$ cat src/rtl/dbus_xbar.sv
// N-way data-bus router: decodes a target from an address field, runs one request at a time.
// Optional macro XBAR_TIMEOUT_EN adds a stall timeout that answers with an error response.
module dbus_xbar #(
  parameter int N_TGT   = 4,
  parameter int DATA_W  = 32,
  parameter int ADDR_W  = 32,
  parameter int SEL_HI  = 31,
  parameter int SEL_LO  = 30,
  parameter int TIMEOUT = 15
) (
  input  logic                     clk,
  input  logic                     rst,
  input  logic                     req_valid,
  output logic                     req_ready,
  input  logic                     req_we,
  input  logic [DATA_W/8-1:0]      req_be,
  input  logic [ADDR_W-1:0]        req_addr,
  input  logic [DATA_W-1:0]        req_wdata,
  output logic                     rsp_valid,
  output logic [DATA_W-1:0]        rsp_rdata,
  output logic                     rsp_err,
  output logic [N_TGT-1:0]         tgt_valid,
  output logic                     tgt_we,
  output logic [DATA_W/8-1:0]      tgt_be,
  output logic [ADDR_W-1:0]        tgt_addr,
  output logic [DATA_W-1:0]        tgt_wdata,
  input  logic [N_TGT-1:0]         tgt_ready,
  input  logic [N_TGT-1:0]         tgt_rvalid,
  input  logic [N_TGT*DATA_W-1:0]  tgt_rdata,
  input  logic [N_TGT-1:0]         tgt_err,
  output logic [7:0]               err_count
);

  localparam int SW = SEL_HI - SEL_LO + 1;
  localparam int IDXW = (N_TGT > 1) ? $clog2(N_TGT) : 1;
  localparam logic [31:0] N_TGT_U = 32'(N_TGT);

  typedef enum logic [1:0] {S_IDLE, S_ISSUE, S_WAIT, S_ERR} state_t;
  state_t state, state_nxt;

  logic [SW-1:0]     sel_field;
  logic              mapped;
  logic              accept;
  logic [N_TGT-1:0]  dec_onehot;
  logic [IDXW-1:0]   idx_q;
  logic              sel_ready, sel_rvalid, sel_err;
  logic [DATA_W-1:0] sel_rdata;
  logic              complete, tmo_hit;
  logic              rsp_fire, rsp_err_nxt;
  logic [DATA_W-1:0] rsp_rdata_nxt;

  assign sel_field = req_addr[SEL_HI:SEL_LO];
  assign mapped    = (32'(sel_field) < N_TGT_U);
  assign accept    = (state == S_IDLE) && req_valid;

  always_comb begin
    dec_onehot = '0;
    for (int i = 0; i < N_TGT; i++)
      dec_onehot[i] = (32'(sel_field) == 32'(i));
  end

  // Only the latched target's handshake and response lines are ever looked at.
  always_comb begin
    sel_ready  = 1'b0;
    sel_rvalid = 1'b0;
    sel_err    = 1'b0;
    sel_rdata  = '0;
    for (int i = 0; i < N_TGT; i++) begin
      if (32'(idx_q) == 32'(i)) begin
        sel_ready  = tgt_ready[i];
        sel_rvalid = tgt_rvalid[i];
        sel_err    = tgt_err[i];
        sel_rdata  = tgt_rdata[i*DATA_W +: DATA_W];
      end
    end
  end

  assign complete = ((state == S_ISSUE) && sel_ready && sel_rvalid) ||
                    ((state == S_WAIT) && sel_rvalid);

`ifdef XBAR_TIMEOUT_EN
  localparam int TW = (TIMEOUT > 1) ? $clog2(TIMEOUT + 1) : 1;
  localparam logic [TW-1:0] TMO_LAST = TW'(TIMEOUT - 1);
  logic [TW-1:0] tmo_cnt;

  assign tmo_hit = (tmo_cnt == TMO_LAST) &&
                   (((state == S_ISSUE) && !sel_ready) ||
                    ((state == S_WAIT) && !sel_rvalid));

  always_ff @(posedge clk) begin
    if (rst)
      tmo_cnt <= '0;
    else if (accept || ((state == S_ISSUE) && sel_ready))
      tmo_cnt <= '0;
    else if ((state == S_ISSUE) || (state == S_WAIT))
      tmo_cnt <= tmo_cnt + 1'b1;
  end
`else
  assign tmo_hit = 1'b0;
`endif

  always_ff @(posedge clk) begin
    if (rst) state <= S_IDLE;
    else     state <= state_nxt;
  end

  always_comb begin
    state_nxt = state;
    case (state)
      S_IDLE:  if (req_valid) state_nxt = mapped ? S_ISSUE : S_ERR;
      S_ISSUE: if (tmo_hit) state_nxt = S_IDLE;
               else if (sel_ready) state_nxt = sel_rvalid ? S_IDLE : S_WAIT;
      S_WAIT:  if (sel_rvalid || tmo_hit) state_nxt = S_IDLE;
      S_ERR:   state_nxt = S_IDLE;
      default: state_nxt = S_IDLE;
    endcase
  end

  // Error responses (unmapped or timed out) always carry zero data; writes return zero too.
  always_comb begin
    req_ready     = (state == S_IDLE);
    rsp_fire      = complete || tmo_hit || (state == S_ERR);
    rsp_err_nxt   = ((state == S_ERR) || tmo_hit) ? 1'b1 : sel_err;
    rsp_rdata_nxt = ((state == S_ERR) || tmo_hit || tgt_we) ? '0 : sel_rdata;
  end

  always_ff @(posedge clk) begin
    if (rst) begin
      rsp_valid <= 1'b0;
      rsp_err   <= 1'b0;
      rsp_rdata <= '0;
      err_count <= '0;
      tgt_valid <= '0;
      tgt_we    <= 1'b0;
      tgt_be    <= '0;
      tgt_addr  <= '0;
      tgt_wdata <= '0;
      idx_q     <= '0;
    end else begin
      rsp_valid <= rsp_fire;
      if (rsp_fire) begin
        rsp_err   <= rsp_err_nxt;
        rsp_rdata <= rsp_rdata_nxt;
        if (rsp_err_nxt && (err_count != 8'hFF))
          err_count <= err_count + 8'd1;
      end
      if (accept) begin
        tgt_we    <= req_we;
        tgt_be    <= req_be;
        tgt_addr  <= req_addr;
        tgt_wdata <= req_wdata;
        idx_q     <= IDXW'(sel_field);
        tgt_valid <= mapped ? dec_onehot : '0;
      end else if ((state == S_ISSUE) && (sel_ready || tmo_hit)) begin
        tgt_valid <= '0;
      end
    end
  end

endmodule
$ cat config.mk
export PLATFORM = sky130hd
export DESIGN_NAME = dbus_xbar
export DESIGN_NICKNAME = d
export VERILOG_FILES = /design/src/rtl/dbus_xbar.sv
export SDC_FILE = /design/constraint.sdc
export NUM_CORES = 1
export LEC_CHECK = 0
export ABC_AREA = 1
export BUFFER_PORTS_ARGS = -buffer_cell sky130_fd_sc_hd__clkbuf_2
export CAP_MARGIN = 20
export CORE_AREA = 2 2 128 130
export DETAILED_ROUTE_END_ITERATION = 12
export DIE_AREA = 0 0 130 132
export PLACE_DENSITY = 0.7
export SYNTH_ARGS = -nofsm -noshare
export SYNTH_HDL_FRONTEND = slang
export SYNTH_SLANG_ARGS = --single-unit
$ cat constraint.sdc
create_clock -name clk -period 2.28 [get_ports clk]
set_clock_uncertainty 0.15 [all_clocks]
set_input_delay 0.228 -clock clk [delete_from_list [all_inputs] [get_ports clk]]
set_output_delay 0.228 -clock clk [all_outputs]
set_load 0.1 [all_outputs]
==> summary.txt, run 1 <==
Global routing
  • Tot GR Track Use: between 20% and 30%
  • Largest net degree at the start of global routing: 66
  • First-pass GRT wire length: 32300 um
  • Initial antenna violation count: 1
  • Grt ovf: 0
  • Number of global-route vias before repair: 6334

Worst setup path
  • CP max stage delay: 570 ps
  • Setup crit start kind: flip-flop
  • Critical-path top delay cell: dlygate4sd3_1
  • Arrival time worst endpoint: 2260 ps
  • Kind of critical path: reg -> reg
  • CP Max Fanout: 26
  • Cell family with most CP delay: buffers and inverters
  • Worst path cell trace: nor2_4 > nand2_4 > inv_4 > buf_12 > nand3_1 > dlygate4sd3_1 > a21oi_1
  • Crit path buf inv count: 3
  • Nature of the critical path endpoint: flip-flop
  • Worst endpoint required time: 2470 ps
  • Internal reg-to-reg setup slack: 210 ps

STA
  • Period utilization: 90.8%
  • Final hold vios: 0
  • Setup tns final: 0 ps
  • Slew headroom: roughly 61%
  • Actual slew at the worst max-slew pin: 588 ps
  • RSZ-0062 raised after global routing: no
  • Fin crit period: 2070 ps
  • Max Slew Vio Count: 0
  • Final setup margin: 211 ps
  • # setup viols final: 0
  • Peak Freq: 483 MHz

Die
  • Ports: 328
  • DIE WIDTH: 130 um
  • Chip height: around 130 um
  • FP Rows: 46
  • Initial Util: around a third
  • Core ar.: 15700 um2
  • Total die area: 17200 um2

Clock tree
  • # clock sinks: 117
  • Clock Latency Late Sink: 410 ps
  • Worst-path clk slew: approximately 50 ps
  • CTS buffer count: 17
  • CTS tree: built
  • H-tree depth: 4
  • Setup repair bufs after CTS: 0
  • CTS root buf: clkbuf_16
  • Clock buffer depth: 2

Logic synthesis
  • Cells after Synth: 738
  • Yosys warning count: 0
  • Asr flop ratio synth: 0%
  • Area leader, netlist: dfxtp_1
  • Yosys top cell area share: 44.3%
  • Sequential share of the synthesized area: 44.3%
  • Top post-synthesis cells by area: dfxtp_1, nor2_1, o21ai_0, nand2_1, nand3_1
  • Post-synth EDFFs: 0
  • Net count after synthesis: 951
  • Syn_area_per_cell: 7.16 um2
  • Synth Flop Type: dfxtp_1
  • Netlist cell types: 35
  • Synthesized area: between 5000 and 6000 um2
  • Synthesized flop and latch total: 117

Detailed routing
  • Drt drc: 0
  • Final WL: 21300 um
  • DR vias: roughly 6700
  • Routed wire per std cell: ~16 um
  • Iteration count of the initial detailed-routing pass: 4
  • Antenna Nets Post-Route: 0
  • Initial DRC count: 337
  • Vias per Instance: just under 5

Final layout
  • Design area: around 8500 um2
  • Final core utilization: 54.3%
  • Layout area overhead: 61.3%
  • Nets: 1339
  • Layout cell share with drive strength beyond 1: 35.8%

Outcome
  • Outcome: completed

Pwr
  • Clock Power Share: 35.7%
  • Sw Share: between 30% and 40%
  • Seq pwr share: 31.0%
  • Pwr Density: 881 nW/um2
  • Peak VDD IR: 0.638 mV
  • Leakage: 4.08 nW
  • Logic pwr share: about a third
  • Net switching power figure: 2.94 mW
  • Power Internal: 4.57 mW

Placement
  • Final Wtd Congestion: 1.02
  • DP Worst Slack: roughly 220 ps
  • IO Port Bufs: 327
  • Detailed Place HPWL: 14700 um
  • Post-place instance area: 7130 um2

Job
  • Max-cap violations: 0

Worst hold path
  • Hold Path Class: in -> reg
[sequential cells by signal, summed over array words and instances, names as in the netlist]
name and flops:
tgt_valid 4, state 2, rsp_rdata 32, tgt_we 1, rsp_valid 1, err_count 8
tgt_be 4, tgt_addr 32, rsp_err 1, tgt_wdata 32
[power by group through the flow]
stage	Clock [mW]	Combinational, mW	Sequential, mW
2_1_floorplan	0	0.633	3.54
3_3_place_gp	0	2.35	2.36
3_5_place_dp	0	2.36	2.36
4_1_cts	2.73	2.47	2.32
5_1_grt	2.82	2.64	2.34
6_report	2.68	2.50	2.32
[layout by cell type (no fill, tap or decap), drive strengths merged]
cell type and count:
inv 17, nand4 9, clkbuf 348, a211oi 1, a21oi 20, xnor2 2, ha 1, bufinv 3
a31oi 5, buf 21, clkinvlp 2, nand3 53, dlygate4sd3 76, dfxtp 117, nor4 1, clkinv 6
o21a 4, nor2 180, o211ai 23, o21ai 130, o22ai 13, nor3 14, diode 2, nand2 88
or2 2, xor2 2
[per-layer routing]
metal	part of all wire, %	up-vias	wire length [um]	GRT usage, %
met5	0	-	0	0
met1	41	3017	8640	28.8
met2	47	322	10100	38.7
li1	-	3272	-	-
met4	3.9	0	820	10.4
met3	8.2	66	1750	8.16
[cells in the mapped netlist, types with 5 or more instances]
| cell | instances |
|---|---|
| a21oi_1 | 19 |
| a31oi_1 | 5 |
| buf_1 | 6 |
| buf_2 | 9 |
| clkbuf_1 | 34 |
| dfxtp_1 | 117 |
| inv_1 | 12 |
| nand2_1 | 83 |
| nand3_1 | 51 |
| nand4_1 | 9 |
| nor2_1 | 179 |
| nor3_1 | 14 |
| o211ai_1 | 23 |
| o21ai_0 | 110 |
| o21ai_1 | 11 |
| o21ai_2 | 9 |
| o22ai_1 | 13 |
[layout make-up]
cell class	instances	area (um2)
multi-input combinational	548	2640
clock buffer	21	460
inverter	18	75.1
fill	1441	7190
clock inverter	10	130
timing repair buffer	424	2600
antenna	2	5.00
tap	216	270
sequential	117	2340
[final timing paths]
kind | startpoint | endpoint | cells past startpoint
setup / recovery | state[1] | tgt_valid[3] | 7
hold / removal | req_addr[31] | tgt_addr[31] | 3
setup reg to reg | state[1] | tgt_valid[3] | 7
hold reg to reg | tgt_valid[1] | tgt_valid[1] | 2
[per-stage QoR]
stage	hold WS [ps]	total power, mW	cells
3_5_place_dp	310	4.72	1246
4_1_cts	3.20	7.52	1353
3_3_place_gp	302	4.71	1246
6_report	8.16	7.51	1356
5_1_grt	13.9	7.80	1355
2_1_floorplan	147	4.17	738
[timing repair]
item                                    4_1_cts  5_1_grt
hold endpoints to repair                     77        0
endpoints found under the setup margin        0        3
resized for setup                             0        3
hold buffers                                 76        0
[worst reg2reg max path: stages (launching register included)]
cell           delay [ps]
dfxtp_1               370
nor2_4                190
nand2_4               150
inv_4                 150
buf_12                190
nand3_1               100
dlygate4sd3_1         570
a21oi_1               130
[cell families after synthesis]
| group | Yosys count | synth area share (%) |
|---|---|---|
| buffers and inverters | 73 | 6.09 |
| DFF | 117 | 44.3 |
| AOI/OAI and AO/OA | 196 | 21.0 |
| and+or+nand+nor | 347 | 27.7 |
| xor gates and xnor gates | 4 | 0.663 |
| adders and majority gates | 1 | 0.237 |
Note: power is estimated with default switching activity, not from simulation.
==> inputs of run 2 (changes only) <==
==> config.mk (replaced) <==
export PLATFORM = sky130hd
export DESIGN_NAME = dbus_xbar
export DESIGN_NICKNAME = d
export VERILOG_FILES = /design/src/rtl/dbus_xbar.sv
export SDC_FILE = /design/constraint.sdc
export NUM_CORES = 1
export LEC_CHECK = 0
export BUFFER_PORTS_ARGS = -buffer_cell sky130_fd_sc_hd__clkbuf_2
export CAP_MARGIN = 20
export CORE_AREA = 2 2 126 128
export DETAILED_ROUTE_END_ITERATION = 12
export DIE_AREA = 0 0 128 130
export PLACE_DENSITY = 0.71
export SYNTH_ARGS = -nofsm -noshare
export SYNTH_HDL_FRONTEND = slang
export SYNTH_SLANG_ARGS = --single-unit
==> run 2 against run 1 <==
  * Global-route usage decreased by 2.4 points
  * Count of clock-buffer cells in the layout increased by 3
  * Synthesized cell count decreased by 22%
  * Critical path type is now reg -> out
  * Critical endpoint is now tgt_addr[31]
==> summary.txt, run 2 <==
Job
  • Max-cap violations: 0 (unchanged)

Logic synthesis
  • Synth Area in XOR/XNOR: 0% (-0.66 points)
  • Post-Synth Simple-Gate Area: 19.8% (-7.8 points)
  • Area leader, netlist: dfxtp_1
  • Cells after Synth: 579 (-22%)
  • Asr flop ratio synth: 0% (unchanged)
  • Syn_area_per_cell: 8.81 um2 (+23%)
  • Post-synth EDFFs: 0 (unchanged)
  • Mux cell area share after synthesis: 15.8% (+16 points)
  • Synthesized area: 5100 um2 (-3.5%)
  • Synth top cells by count: nand2_1, dfxtp_1, a21oi_1
  • Top post-synthesis cells by area: dfxtp_1, mux4_2, nand2_1, a21oi_1, nand3_1
  • Synth Flop Type: dfxtp_1
  • Yosys top cell area share: 45.9% (+1.6 points)
  • Synth Area in Compound Gates: 13.9% (-7.1 points)
  • Synthesized flop and latch total: 117 (unchanged)
  • Yosys warning count: 0 (unchanged)
  • Net count after synthesis: 792 (-17%)
  • Sequential share of the synthesized area: 45.9% (+1.6 points)
  • Netlist cell types: 38 (+8.6%)
  • Post-Synth Adder-Cell Area: 0.245% (+0.0085 points)
  • Largest family of logic cells by synthesized area: simple AND/OR/NAND/NOR gates
  • Most frequent cell after synthesis: nand2_1

Die
  • Total die area: 16600 um2 (-3.0%)
  • Chip height: 130 um (-1.5%)
  • DIE WIDTH: 128 um (-1.5%)
  • Core ar.: 15400 um2 (-1.8%)
  • FP Rows: 46 (unchanged)
  • Initial Util: 33.1% (-0.56 points)
  • Ports: 328 (unchanged)

Detailed routing
  • Vias per Instance: 4.92 (about the same)
  • DR vias: 5760 (-14%)
  • Antenna Nets Post-Route: 0 (unchanged)
  • Routed wire per std cell: 15.6 um (-0.31%)
  • Initial DRC count: 272 (-19%)
  • Iteration count of the initial detailed-routing pass: 5 (+1)
  • Drt drc: 0 (unchanged)
  • Final WL: 18300 um (-14%)

Pwr
  • Logic pwr share: 27.4% (-5.9 points)
  • Seq pwr share: 31.9% (+0.9 points)
  • Leakage: 3.76 nW (-8.0%)
  • Power Internal: 4.69 mW (+2.7%)
  • Net switching power figure: 2.37 mW (-19%)
  • Pwr Density: 845 nW/um2 (-4.1%)
  • Peak VDD IR: 0.638 mV (about the same)
  • Clock Power Share: 40.8% (+5.1 points)
  • Sw Share: 33.6% (-5.5 points)

Clock tree
  • Clock buffer depth: 2 (unchanged)
  • Clock Latency Late Sink: 400 ps (about the same)
  • CTS buffer count: 17 (unchanged)
  • CTS tree: built
  • Worst-path clk slew: 50 ps (about the same)
  • CTS root buf: clkbuf_16
  • H-tree depth: 4 (unchanged)
  • # clock sinks: 117 (unchanged)

Worst setup path
  • Cell family with most CP delay: buffers and inverters
  • Arrival time worst endpoint: 1780 ps (-480 ps)
  • CP Max Fanout: 34 (+31%)
  • Setup crit start kind: flip-flop
  • Worst path cell trace: buf_4 > clkbuf_2
  • CP max stage delay: 540 ps (-30 ps)
  • Nature of the critical path endpoint: output pin
  • Worst endpoint required time: 1900 ps (-570 ps)
  • Crit path buf inv count: 2 (-1)
  • Kind of critical path: reg -> out
  • Critical-path top delay cell: clkbuf_2

Final layout
  • Fillers: 1369 (-5.0%)
  • Layout cell share with drive strength beyond 1: 42.9% (+7.2 points)
  • Most frequent cells in the layout: clkbuf_2, nand2_1, dfxtp_1
  • Layout area overhead: 63.9%
  • Ant. Diodes: 0 (-2)
  • Nets: 1178 (-12%)
  • Non-filler instance count after layout: 1170 (-14%)
  • Commonest non-fill, non-tap cell in the layout: clkbuf_2
  • Regs by FF count: rsp_rdata (32), tgt_addr (32), tgt_wdata (32)

STA
  • RSZ-0062 raised after global routing: no
  • Setup tns final: 0 ps (unchanged)
  • Max Slew Vio Count: 0 (unchanged)
  • Period utilization: 94.9% (+4.1 points)
  • Actual slew at the worst max-slew pin: 670 ps (+81.6 ps)
  • Fin crit period: 2160 ps (+93.6 ps)
  • # setup viols final: 0 (unchanged)
  • Final setup margin: 117 ps (-93.6 ps)
  • Slew headroom: 55.1% (-5.9 points)
  • Final hold vios: 0 (unchanged)
  • Peak Freq: 462 MHz (-4.3%)

Global routing
  • Number of global-route vias before repair: 5456 (-14%)
  • Tot GR Track Use: 21.6% (-2.4 points)
  • Initial antenna violation count: 0 (-1)
  • First-pass GRT wire length: 27900 um (-14%)
  • Grt ovf: 0 (unchanged)
  • Largest net degree at the start of global routing: 58 (-12%)

Placement
  • Final Wtd Congestion: 0.774 (-24%)
  • Detailed Place HPWL: 12800 um (-13%)
  • IO Port Bufs: 327 (unchanged)
  • DP Cell Count: 1066 (-14%)
  • DP Worst Slack: 25.1 ps (-199 ps)

Outcome
  • Outcome: completed

Worst hold path
  • Hold Path Class: in -> reg
[run 2: changes by cell type in the layout (fill, tap and decap cells not counted), sizes merged, moves of 23 or more]
| cell | change |
|---|---|
| nor2 | -166 |
| nand2 | +89 |
| o211ai | -23 |
| o21ai | -128 |
| a21oi | +90 |
| mux4 | +33 |
[run 2: layout make-up]
type                    count  area [um2]  share of cell area (%)
clock buffers              24         502                    6.00
clock inverters             8         144                    1.72
inverters                   1        3.75                  0.0449
multi-input cells         412        2560                    30.7
flip-flops and latches    117        2340                    28.0
well taps                 192         240                    2.87
repair buffers            416        2560                    30.7
[run 2: kinds of logic after synthesis]
logic type,Yosys count
and+or+nand+nor,244
AOI/OAI and AO/OA,128
buffers and inverters,50
DFF,117
adders and majority gates,1
muxes,39
[run 2: per-stage QoR]
stage | util, % | power (mW) | instance area [um2] | hold WS (ps)
2_1_floorplan | - | 3.65 | 5110 | 207
3_3_place_gp | 45.4 | 4.11 | 7000 | 289
3_5_place_dp | 45.4 | 4.12 | 7000 | 294
4_1_cts | 54.1 | 7.13 | 8340 | 76.4
5_1_grt | 54.2 | 7.34 | 8360 | 87.0
6_report | 54.2 | 7.06 | 8360 | 89.5
[run 2: metal layers]
layer | track usage (%) | up-vias | wire length, um
li1 | - | 2798 | -
met1 | 26.4 | 2727 | 7660
met2 | 35.8 | 213 | 9080
met3 | 7.22 | 22 | 1240
met4 | 7.37 | 0 | 312
met5 | 0 | - | 0
[run 2: final timing paths]
kind,from,end,slack (ps),depth (start not counted)
hold / removal,rst,tgt_addr[17],90,2
hold reg to reg,rsp_rdata[7],rsp_rdata[7],300,2
setup / recovery,tgt_addr[31],tgt_addr[31],120,2
setup reg to reg,tgt_addr[30],err_count[3],150,5
[run 2: power by group through the flow]
stage	clock, mW	sequential (mW)	combinational [mW]
after global placement	0	2.29	1.82
final	2.88	2.25	1.93
after detailed placement	0	2.29	1.83
after global routing	3.04	2.26	2.04
after CTS	2.95	2.25	1.93
after floorplan	0	3.15	0.503
[run 2: timing repair]
item,in CTS,in global routing
setup endpoints to repair,0,30
hold buffers,70,0
setup buffers,0,2
gates resized for setup,0,1
hold endpoints to repair,70,0
==> inputs of run 3 (changes only) <==
==> config.mk (replaced) <==
export PLATFORM = sky130hd
export DESIGN_NAME = dbus_xbar
export DESIGN_NICKNAME = d
export VERILOG_FILES = /design/src/rtl/dbus_xbar.sv
export SDC_FILE = /design/constraint.sdc
export NUM_CORES = 1
export LEC_CHECK = 0
export CAP_MARGIN = 20
export CORE_AREA = 2 2 128 130
export DETAILED_ROUTE_END_ITERATION = 12
export DIE_AREA = 0 0 130 132
export DONT_BUFFER_PORTS = 1
export PLACE_DENSITY = 0.51
export SYNTH_ARGS = -nofsm -noshare
export SYNTH_HDL_FRONTEND = slang
export SYNTH_SLANG_ARGS = --single-unit
==> constraint.sdc (replaced) <==
create_clock -name clk -period 2.28 [get_ports clk]
set_clock_uncertainty 0.15 [all_clocks]
set_input_delay 0.114 -clock clk [delete_from_list [all_inputs] [get_ports clk]]
set_output_delay 0.114 -clock clk [all_outputs]
set_load 0.1 [all_outputs]
==> run 3 against run 2 <==
  * Sequential share of layout area down 0.14 points
  * Non-clock buffer count is 123 lower
  * Critical path type is now reg -> reg
  * Register-to-register slack worse by 30 ps
  * Flip-flop and latch count did not move
  * Core utilization fell by 0.63 points
  * Wire length increased by 8.0%
  * Maximum frequency increased by 0.21%
  * First-iteration DRC count down 7.0%
  * Worst setup slack better by 4.6 ps
  * Final cell count shrank 8.3%
  * Global-route usage grew 0.79 points
==> summary.txt, run 3 (synthesis gave the netlist of run 2 again) <==
Outcome
  • Outcome: completed

Global routing
  • Number of global-route vias before repair: 5526 (+1.3%)
  • Grt ovf: 0 (unchanged)
  • Initial antenna violation count: 6 (+6)
  • Largest net degree at the start of global routing: 109 (+88%)
  • Tot GR Track Use: 22.3% (+0.79 points)
  • First-pass GRT wire length: 29400 um (+5.2%)

STA
  • Slew headroom: 55.9% (+0.85 points)
  • # setup viols final: 0 (unchanged)
  • Actual slew at the worst max-slew pin: 657 ps (-12.7 ps)
  • Setup tns final: 0 ps (unchanged)
  • Final hold vios: 0 (unchanged)
  • Peak Freq: 463 MHz (+0.21%)
  • RSZ-0062 raised after global routing: no
  • Fin crit period: 2160 ps (-4.59 ps)
  • Max Slew Vio Count: 0 (unchanged)
  • Period utilization: 94.7% (-0.20 points)

Detailed routing
  • Routed wire per std cell: 18.4 um (+18%)
  • Drt drc: 0 (unchanged)
  • Vias per Instance: 5.07 (+3.0%)
  • Iteration count of the initial detailed-routing pass: 5 (unchanged)
  • Final WL: 19800 um (+8.0%)
  • DR vias: 5443 (-5.5%)
  • Initial DRC count: 253 (-7.0%)
  • Antenna Nets Post-Route: 0 (unchanged)

Worst setup path
  • Crit path buf inv count: 2 (unchanged)
  • Setup crit start kind: flip-flop
  • CP max stage delay: 580 ps (+40 ps)
  • Cell family with most CP delay: buffers and inverters
  • Critical-path top delay cell: dlygate4sd3_1
  • Worst path cell trace: buf_6 > mux4_2 > dlygate4sd3_1 > nand3_1 > a21oi_1
  • CP Max Fanout: 10 (-71%)
  • Reg2Reg Depth: 5 (unchanged)
  • Nature of the critical path endpoint: flip-flop
  • Worst endpoint required time: 2400 ps (+500 ps)
  • Arrival time worst endpoint: 2280 ps (+500 ps)
  • Internal reg-to-reg setup slack: 120 ps (-30 ps)
  • FF-to-FF Start: tgt_addr[30]
  • Reg-to-reg endpoint: rsp_rdata[30]
  • Kind of critical path: reg -> reg

Clock tree
  • # clock sinks: 117 (unchanged)
  • Clock buffer depth: 2 (unchanged)
  • CTS tree: built
  • H-tree depth: 4 (unchanged)
  • Worst-path clk slew: 50 ps (about the same)
  • CTS root buf: clkbuf_16
  • Setup repair bufs after CTS: 0 (unchanged)
  • CTS buffer count: 17 (unchanged)
  • Clock Latency Late Sink: 400 ps (about the same)

Pwr
  • Net switching power figure: 2.35 mW (-1.0%)
  • Logic pwr share: 29.0% (+1.6 points)
  • Power Internal: 4.48 mW (-4.5%)
  • Clock Power Share: 38.4% (-2.4 points)
  • Sw Share: 34.4% (+0.80 points)
  • Seq pwr share: 32.6% (+0.7 points)
  • Peak VDD IR: 0.439 mV (-31%)
  • Leakage: 3.32 nW (-12%)
  • Power Total: 6.83 mW (-3.3%)
  • Pwr Density: 811 nW/um2 (-3.9%)

Worst hold path
  • Hold Path Class: in -> reg
  • Hold endpoint: rsp_rdata[0]
  • Worst Hold Path Cells: 3 (+1)
  • Hold path start: tgt_rdata[32]

Final layout
  • Regs by FF count: rsp_rdata (32), tgt_addr (32), tgt_wdata (32)
  • Most frequent cells in the layout: nand2_1, dlygate4sd3_1, buf_4
  • Commonest non-fill, non-tap cell in the layout: nand2_1
  • Layout area overhead: 65.0%
  • Nets: 1055 (-10%)
  • Layout cell share with drive strength beyond 1: 24.1% (-19 points)

Die
  • Initial Util: 32.5% (-0.61 points)
  • Chip height: 132 um (+1.5%)
  • DIE WIDTH: 130 um (+1.6%)
  • Core ar.: 15700 um2 (+1.9%)
  • FP Rows: 46 (unchanged)
  • Total die area: 17200 um2 (+3.1%)
  • Ports: 328 (unchanged)

Job
  • Max-cap violations: 0 (unchanged)

Placement
  • Final Wtd Congestion: 0.918 (+19%)
  • IO Port Bufs: 0 (-100%)
  • Detailed Place HPWL: 13200 um (+3.2%)
run 3: worst min-delay path, cell delays in order:
cell and delay [ps]:
mux4_2 210, nand3_1 80, a21oi_1 140
run 3: stage by stage:
step | hold slack [ps] | instance area (um2) | utilization (%) | std cells | setup slack, ps
floorplan | 92.5 | 5110 | - | 579 | -42.8
global placement | 43.6 | 6160 | 39.2 | 876 | 322
detailed placement | 45.1 | 6160 | 39.2 | 876 | 200
CTS | 1.35 | 8400 | 53.5 | 1071 | 48.6
global route | 42.5 | 8420 | 53.6 | 1073 | 16.8
finish | 25.0 | 8420 | 53.6 | 1073 | 122
run 3: per-layer routing:
metal | global-route usage, % | routed length, um
met1 | 23.1 | 7150
met3 | 9.01 | 1900
met4 | 8.96 | 547
met5 | 0 | 52
met2 | 39.7 | 10100
run 3: worst max path at each step:
stage	start	to	slack [ps]	depth (start not counted)
after global routing	state[0]	tgt_addr[5]	20	6
final	tgt_addr[30]	rsp_rdata[30]	120	5
after global placement	state[0]	err_count[3]	320	6
after floorplan	state[1]	tgt_valid[2]	-40	7
after CTS	state[1]	tgt_wdata[27]	50	7
after detailed placement	tgt_addr[31]	err_count[3]	200	6
run 3: power by group through the flow:
| stage | Combinational [mW] | Sequential (mW) | Clock [mW] |
|---|---|---|---|
| after CTS | 1.96 | 2.22 | 2.70 |
| after global routing | 2.07 | 2.24 | 2.78 |
| after floorplan | 0.503 | 3.15 | 0 |
| after global placement | 1.66 | 2.26 | 0 |
| final | 1.98 | 2.23 | 2.62 |
| after detailed placement | 1.68 | 2.27 | 0 |
run 3: final cells by class:
cell class | instances | area (um2)
inverters | 1 | 3.75
well taps | 216 | 270
diodes | 2 | 5.00
repair buffers | 293 | 2650
multi-input cells | 412 | 2560
fillers | 1382 | 7290
clock buffers | 23 | 488
flip-flops and latches | 117 | 2350
clock inverters | 9 | 98.8
run 3: timing repair:
item | 4_1_cts | 5_1_grt
hold buffers | 163 | 0
endpoints found under the hold margin | 117 | 0
endpoints found under the setup margin | 0 | 9
resized for setup | 0 | 4
